**src/rtl/ahb_burst_master.sv**
```systemverilog
// rtl/ahb_burst_master.sv - AHB-Lite master issuing SINGLE/INCR bursts of 64-bit beats
//
// Turns one command (write/read, start address, beats-1) into an AHB-Lite
// SINGLE or INCR burst. Address and data phases are pipelined. Wait states
// hold the bus. A two-cycle ERROR response drops the rest of the burst.
//
// Ports:
//   HCLK, HRESET           bus clock, asynchronous active-low reset
//   cmd_valid/cmd_ready    command handshake; cmd_ready is high only in IDLE
//   cmd_write              1 = write burst, 0 = read burst
//   cmd_addr               8-byte aligned start address, burst within 1 KB
//   cmd_len                beats minus one
//   wr_data, wr_pop        write word source; wr_pop marks each word taken
//   rd_valid, rd_data      one pulse per completed read beat with its data
//   done, err              end-of-burst pulses (clean / ERROR terminated)
//   HADDR..HWDATA          AHB-Lite master outputs
//   HREADY, HRESP, HRDATA  AHB-Lite slave responses
module ahb_burst_master #(
    parameter int LEN_W  = 4,
    parameter int ADDR_W = 32,
    parameter int DATA_W = 64
) (
    input  logic              HCLK,
    input  logic              HRESET,
    input  logic              cmd_valid,
    output logic              cmd_ready,
    input  logic              cmd_write,
    input  logic [ADDR_W-1:0] cmd_addr,
    input  logic [LEN_W-1:0]  cmd_len,
    input  logic [DATA_W-1:0] wr_data,
    output logic              wr_pop,
    output logic              rd_valid,
    output logic [DATA_W-1:0] rd_data,
    output logic              done,
    output logic              err,
    output logic [ADDR_W-1:0] HADDR,
    output logic [1:0]        HTRANS,
    output logic              HWRITE,
    output logic [2:0]        HSIZE,
    output logic [2:0]        HBURST,
    output logic [3:0]        HPROT,
    output logic              HMASTLOCK,
    output logic [DATA_W-1:0] HWDATA,
    input  logic              HREADY,
    input  logic              HRESP,
    input  logic [DATA_W-1:0] HRDATA
);

    typedef enum logic [1:0] {
        ST_IDLE,
        ST_XFER,
        ST_LAST,
        ST_ERR
    } state_t;

    localparam logic [1:0] TR_IDLE   = 2'b00;
    localparam logic [1:0] TR_NONSEQ = 2'b10;
    localparam logic [1:0] TR_SEQ    = 2'b11;

    localparam logic [2:0] BURST_SINGLE = 3'b000;
    localparam logic [2:0] BURST_INCR   = 3'b001;

    state_t            state, state_d;
    // Address phases still to issue after the one currently on the bus.
    logic [LEN_W-1:0]  addr_left, addr_left_d;
    // A data phase is in flight (false during the very first NONSEQ cycle).
    logic              dph_valid, dph_valid_d;

    logic [1:0]        htrans_d;
    logic [ADDR_W-1:0] haddr_d;
    logic              hwrite_d;
    logic [2:0]        hburst_d;
    logic [DATA_W-1:0] hwdata_d;
    logic [DATA_W-1:0] rd_data_d;
    logic              wr_pop_d;
    logic              rd_valid_d;
    logic              done_d;
    logic              err_d;
    logic              cmd_ready_d;

    // Fixed transfer attributes: 64-bit beats, data/privileged, never locked.
    assign HSIZE     = 3'b011;
    assign HPROT     = 4'h3;
    assign HMASTLOCK = 1'b0;

    always_comb begin
        state_d     = state;
        addr_left_d = addr_left;
        dph_valid_d = dph_valid;
        htrans_d    = HTRANS;
        haddr_d     = HADDR;
        hwrite_d    = HWRITE;
        hburst_d    = HBURST;
        hwdata_d    = HWDATA;
        rd_data_d   = rd_data;
        wr_pop_d    = 1'b0;
        rd_valid_d  = 1'b0;
        done_d      = 1'b0;
        err_d       = 1'b0;
        cmd_ready_d = 1'b0;

        unique case (state)
            ST_IDLE: begin
                // cmd_ready is registered, so it rises one cycle after the
                // burst that just finished returned the FSM here.
                cmd_ready_d = 1'b1;
                if (cmd_valid && cmd_ready) begin
                    cmd_ready_d = 1'b0;
                    htrans_d    = TR_NONSEQ;
                    haddr_d     = cmd_addr;
                    hwrite_d    = cmd_write;
                    hburst_d    = (cmd_len == '0) ? BURST_SINGLE : BURST_INCR;
                    addr_left_d = cmd_len;
                    dph_valid_d = 1'b0;
                    state_d     = ST_XFER;
                end
            end

            ST_XFER: begin
                if (HREADY) begin
                    // The previous data phase (if any) completes on this edge.
                    if (dph_valid && !HWRITE) begin
                        rd_data_d  = HRDATA;
                        rd_valid_d = 1'b1;
                    end
                    // The current address phase moves into its data phase;
                    // for writes its word must be on HWDATA from the next cycle.
                    if (HWRITE) begin
                        hwdata_d = wr_data;
                        wr_pop_d = 1'b1;
                    end
                    dph_valid_d = 1'b1;
                    if (addr_left != '0) begin
                        htrans_d    = TR_SEQ;
                        haddr_d     = HADDR + ADDR_W'(8);
                        addr_left_d = addr_left - LEN_W'(1);
                    end else begin
                        htrans_d = TR_IDLE;
                        state_d  = ST_LAST;
                    end
                end else if (HRESP) begin
                    // First ERROR cycle: withdraw the pending address phase.
                    htrans_d = TR_IDLE;
                    state_d  = ST_ERR;
                end
            end

            ST_LAST: begin
                if (HREADY) begin
                    if (!HWRITE) begin
                        rd_data_d  = HRDATA;
                        rd_valid_d = 1'b1;
                    end
                    done_d      = 1'b1;
                    dph_valid_d = 1'b0;
                    state_d     = ST_IDLE;
                end else if (HRESP) begin
                    state_d = ST_ERR;
                end
            end

            ST_ERR: begin
                // Second ERROR cycle ends the burst; the errored beat carries
                // no valid read data.
                if (HREADY) begin
                    err_d       = 1'b1;
                    dph_valid_d = 1'b0;
                    state_d     = ST_IDLE;
                end
            end

            default: begin
                state_d = ST_IDLE;
            end
        endcase
    end

    always_ff @(posedge HCLK or negedge HRESET) begin
        if (!HRESET) begin
            state     <= ST_IDLE;
            addr_left <= '0;
            dph_valid <= 1'b0;
            HTRANS    <= TR_IDLE;
            HADDR     <= '0;
            HWRITE    <= 1'b0;
            HBURST    <= BURST_SINGLE;
            HWDATA    <= '0;
            rd_data   <= '0;
            wr_pop    <= 1'b0;
            rd_valid  <= 1'b0;
            done      <= 1'b0;
            err       <= 1'b0;
            cmd_ready <= 1'b1;
        end else begin
            state     <= state_d;
            addr_left <= addr_left_d;
            dph_valid <= dph_valid_d;
            HTRANS    <= htrans_d;
            HADDR     <= haddr_d;
            HWRITE    <= hwrite_d;
            HBURST    <= hburst_d;
            HWDATA    <= hwdata_d;
            rd_data   <= rd_data_d;
            wr_pop    <= wr_pop_d;
            rd_valid  <= rd_valid_d;
            done      <= done_d;
            err       <= err_d;
            cmd_ready <= cmd_ready_d;
        end
    end

endmodule

```
**config.mk**
```make
export PLATFORM = sky130hd
export DESIGN_NAME = ahb_burst_master
export DESIGN_NICKNAME = d
export VERILOG_FILES = /design/src/rtl/ahb_burst_master.sv
export SDC_FILE = /design/constraint.sdc
export NUM_CORES = 1
export LEC_CHECK = 0
export CORE_AREA = 2 2 134 136
export CTS_CLUSTER_SIZE = 40
export DETAILED_ROUTE_END_ITERATION = 8
export DIE_AREA = 0 0 136 138
export PLACE_DENSITY = 0.86
export SETUP_SLACK_MARGIN = 0.1
export SLEW_MARGIN = 10
export SYNTH_ARGS = -nofsm -noshare
export SYNTH_HDL_FRONTEND = slang
export SYNTH_SLANG_ARGS = --single-unit
export TNS_END_PERCENT = 10
```
**constraint.sdc**
```tcl
create_clock -name HCLK -period 5.1 [get_ports HCLK]
set_clock_uncertainty 0.15 [all_clocks]
set_input_delay 0.765 -clock HCLK [delete_from_list [all_inputs] [get_ports HCLK]]
set_output_delay 0.765 -clock HCLK [all_outputs]
set_load 0.01 [all_outputs]
```
==> results list <==
* Fraction of the yosys area taken by sequential cells: 0.5613
* Area of the die: 18770 sq um
* Unrepaired setup endpoints after global routing: false
- Once detail routing completed, the nets flagged for antenna violations numbered 0.
* Reg power frac: 0.343
- IO buf count: 338
- The routed design could run at a clock period as short as 3.451 ns.
- Setup violations remaining at the end of the flow were counted as 0.
* Max H-tree Level: 4
* Number of buffers added by the clock tree synthesis step: 17
* Layout net count: 1130
- Wire length of the first global-routing pass: 38050 microns
* Detailed-route wire length per cell: 21.20 microns
* Via Count: 6606
- Last weighted congestion value of the routability-driven placer: 0.9091
* Most frequent cells in the layout: sky130_fd_sc_hd__clkdlybuf4s50_1 (337), sky130_fd_sc_hd__dfrtp_1 (175), sky130_fd_sc_hd__mux2_2 (132), sky130_fd_sc_hd__a21oi_1 (33)
- Pwr Density: 640.8 nW/um^2
* Worst R2R Setup Slack: 1.65 ns
* Max Fanout on Critical Path: 59
- Timing analysis after detailed placement gives a worst setup slack of 1.678 ns.
- Resized cells post-CTS: 0
- Synthesis inferred 176 register bits.
- On the critical path, the stage with the largest delay is an instance of sky130_fd_sc_hd__a211o_1.
- Adding up every negative setup slack in the final design gives 0 ns.
- CTS tree: built
- Biggest cell delay along the critical path: 0.84 ns
- Total routed wire length on the met1 layer: 9590 microns
- The run finished with clean final reports.
* Post-Route WL: 25360 microns
* Count of endpoints failing hold in the final timing report: 0
* Sort of element at the start of the critical path: register
- After synthesis, the netlist uses 56 different library cells.
- Fill cells in the final layout number 1259.
* Post-synthesis cell area: 7849 sq um
- CTS Sinks: 176
- Proportion of synthesized flip-flops having asynchronous set or reset: 1.000
- Remaining max-slew budget at the tightest pin: 0.2652
* Peak supply drop: 0.2950 mV
* Max-cap violation count: 0
- Part of the cycle the worst path needs: 0.6767
- In this run, synthesis inferred 0 flip-flops with an integrated enable.
- Of the total power, the clock network draws 0.170.
- Hold repair after CTS inserted 0 buffers.
* Clock transition time at the flip-flop clock pins of the worst setup and hold paths: 0.07 ns
* Pin count of the biggest net entering global routing: 105
- Once routing completed, OpenROAD measured the worst setup slack at 1.649 ns.
- Area growth syn-to-layout: 52.11%
- In this run the number of cells on the critical path is 7.
* Prevailing post-synth register cell: sky130_fd_sc_hd__dfrtp_1
* Ordered cell list for the critical path: inv_1 -> ha_2 -> buf_4 -> nor2b_1 -> a211o_1 -> o21ai_0 -> a221o_1
* Lkg Pwr: 4.870 nW
* R2r endpoint: addr_left[3]$_DFFE_PN0P_
* Worst-case hold slack: 0.3338 ns
- Detail Placement HPWL: 18360 microns
* Final design utilization: 0.6809
* Clock latency reported for the late side of the worst-skew pair: 0.43 ns
- For the pin with the worst max-slew slack, the measured transition is 1.099 ns.
* Routed vias/inst: 5.523
* I/O pin total: 349
- For this block, the initial DRC count from the detailed router was 413.
- For the worst setup path, the data arrival time is 3.60 ns.
- The core region is 17530 sq um.
- For the worst flop-to-flop path, the logic depth is 7.
* Effective utilization at floorplan: 0.4476
* Length of routed met2 wiring: 12800 microns
- Clock tree synthesis selected as its root buffer the cell sky130_fd_sc_hd__clkbuf_16.
- Number of detailed-route iterations in the first pass: 5
- Die boundary height: 138 microns
- Synthesis produced a netlist whose cell count is 635.
- The library cell used most frequently in the layout, excluding fill and tap cells, is sky130_fd_sc_hd__clkdlybuf4s50_1.
- The longest clock path from root to sink contains 2 buffers.
* GRT overflow: 0
- Required arrival time at the worst endpoint: 5.25 ns
- Share of total power consumed by net switching: 0.3593
- Number of antenna violations at the first check in global routing: 4
* Bufs and invs on worst path: 2
- STA classifies the critical path endpoint as a register.
- In this run the worst hold path is classified as input pin to async pin.
- For this design the total switching power over the nets is 2.749 mW.
* Maximum frequency from static timing analysis: 289.8 MHz
- The cell family contributing the most delay on the critical path is compound AO/OA/AOI/OAI gates.
- Met3 routed WL: 2075 microns
* Max layer used: met5
- Relative contribution of combinational cells to total power: 0.486
- For this run, the total global-route usage over all layers was measured as 0.2649.
- Syn avg cell area: 12.36 sq um
* Post-CTS setup buffers: 0
* Cell Int Power: 4.902 mW
- The via count of the first global-routing pass is 6518.
* Proportion of layout cells with a drive suffix above 1: 0.1874
- Reg-to-reg critical path startpoint: state[1]$_DFFE_PN0P_
- DRC: 0
- In this run the horizontal extent of the chip is 136 microns.
* Number of rows in the core area: 49
* Crit Path Category: register to register
- Final slew viol count: 0
- Yosys printed 0 warnings.
==> cells by family (layout without fill, tap and decap cells) <==
family                   count (synthesis)  count (layout)  share of synthesized area
flip-flops                             176             176                     0.5613
other                                    2              11                  0.0009568
AND/OR/NAND/NOR                        130             130                    0.09262
buffers and inverters                   71             394                    0.04368
multiplexers                           138             138                     0.1970
AO/OA/AOI/OAI                          111             111                    0.09326
adder cells (fa/ha/maj)                  7               7                    0.01116
==> power by group through the flow <==
| stage | Combinational [mW] | Clock, mW | Sequential [mW] |
|---|---|---|---|
| global placement | 3.60 | 0 | 2.58 |
| CTS | 3.73 | 1.33 | 2.62 |
| detailed placement | 3.71 | 0 | 2.63 |
| global route | 3.96 | 1.38 | 2.71 |
| finish | 3.72 | 1.30 | 2.63 |
| floorplan | 1.55 | 0 | 2.84 |
==> area by class of cell <==
cell class,instances,area [sq um],area share
diodes,1,2.502,0.0002096
repair buffers,345,3437,0.2879
clock inverters,14,152.6,0.01279
flip-flops and latches,176,4405,0.3690
well taps,229,286.5,0.02400
inverters,17,63.81,0.005345
multi-input cells,396,3152,0.2640
clock buffers,18,439.2,0.03678
==> synthesized netlist by cell type (2+ instances only) <==
master / n / area [sq um]
sky130_fd_sc_hd__conb_1: 2 / 7.510
sky130_fd_sc_hd__a211oi_1: 13 / 97.59
sky130_fd_sc_hd__dfrtp_1: 175 / 4379
sky130_fd_sc_hd__a311o_1: 2 / 20.02
sky130_fd_sc_hd__mux2i_1: 6 / 60.06
sky130_fd_sc_hd__a21boi_0: 2 / 15.01
sky130_fd_sc_hd__buf_1: 3 / 11.26
sky130_fd_sc_hd__nor2b_1: 6 / 37.54
sky130_fd_sc_hd__clkbuf_2: 2 / 10.01
sky130_fd_sc_hd__nand2b_1: 5 / 31.28
sky130_fd_sc_hd__nor2_1: 18 / 67.56
sky130_fd_sc_hd__a21oi_1: 33 / 165.2
sky130_fd_sc_hd__clkbuf_1: 12 / 45.04
sky130_fd_sc_hd__mux2_2: 132 / 1486
sky130_fd_sc_hd__ha_1: 7 / 87.58
sky130_fd_sc_hd__and3_1: 10 / 62.56
sky130_fd_sc_hd__and4_1: 4 / 35.03
sky130_fd_sc_hd__nor3_1: 4 / 20.02
sky130_fd_sc_hd__a22oi_1: 2 / 15.01
sky130_fd_sc_hd__nand4_1: 14 / 87.58
sky130_fd_sc_hd__a221o_1: 2 / 20.02
sky130_fd_sc_hd__a2bb2oi_1: 3 / 26.28
sky130_fd_sc_hd__or4_1: 2 / 15.01
sky130_fd_sc_hd__o211ai_1: 7 / 52.55
sky130_fd_sc_hd__nand4b_1: 2 / 17.52
sky130_fd_sc_hd__o31ai_1: 3 / 22.52
sky130_fd_sc_hd__inv_1: 17 / 63.81
sky130_fd_sc_hd__a311oi_1: 3 / 26.28
sky130_fd_sc_hd__buf_4: 11 / 82.58
sky130_fd_sc_hd__and2_1: 4 / 25.02
sky130_fd_sc_hd__o311ai_0: 3 / 26.28
sky130_fd_sc_hd__nand3_1: 22 / 110.1
sky130_fd_sc_hd__nor4_1: 8 / 50.05
sky130_fd_sc_hd__nand2_1: 22 / 82.58
sky130_fd_sc_hd__o22a_1: 2 / 17.52
sky130_fd_sc_hd__o21ai_0: 17 / 85.08
sky130_fd_sc_hd__o22ai_1: 8 / 50.05
sky130_fd_sc_hd__a211o_1: 3 / 26.28
sky130_fd_sc_hd__a41oi_1: 2 / 17.52
sky130_fd_sc_hd__buf_2: 26 / 130.1
==> worst max-delay path by stage <==
stage	startpoint	endpoint	slack [ns]
2_1_floorplan	state[0]$_DFFE_PN0P_	HADDR[29]$_DFFE_PN0P_	3.05
3_3_place_gp	HREADY	HWDATA[10]$_DFFE_PN0P_	1.74
3_5_place_dp	cmd_valid	HADDR[12]$_DFFE_PN0P_	1.68
4_1_cts	state[1]$_DFFE_PN0P_	addr_left[3]$_DFFE_PN0P_	1.67
5_1_grt	state[1]$_DFFE_PN0P_	addr_left[3]$_DFFE_PN0P_	1.39
6_report	state[1]$_DFFE_PN0P_	addr_left[3]$_DFFE_PN0P_	1.65
==> state kept, by name (all words and copies together), names as in the netlist, 2 cells and up <==
signal	flops
HADDR	32
addr_left	4
state	2
HWDATA	64
HTRANS	2
rd_data	64
==> layer usage <==
metal / global-route usage / vias to the layer above
li1: - / 2941
met5: 0 / -
met1: 0.3143 / 3285
met4: 0.09923 / 6
met2: 0.4504 / 312
met3: 0.08067 / 62
==> per-stage QoR <==
stage / area (sq um) / power, mW / cells
2_1_floorplan: 7879 / 4.386 / 643
3_3_place_gp: 11340 / 6.182 / 1163
3_5_place_dp: 11340 / 6.336 / 1163
4_1_cts: 11940 / 7.680 / 1195
5_1_grt: 11940 / 8.061 / 1196
6_report: 11940 / 7.651 / 1196
(Power assumes the default switching activity.)
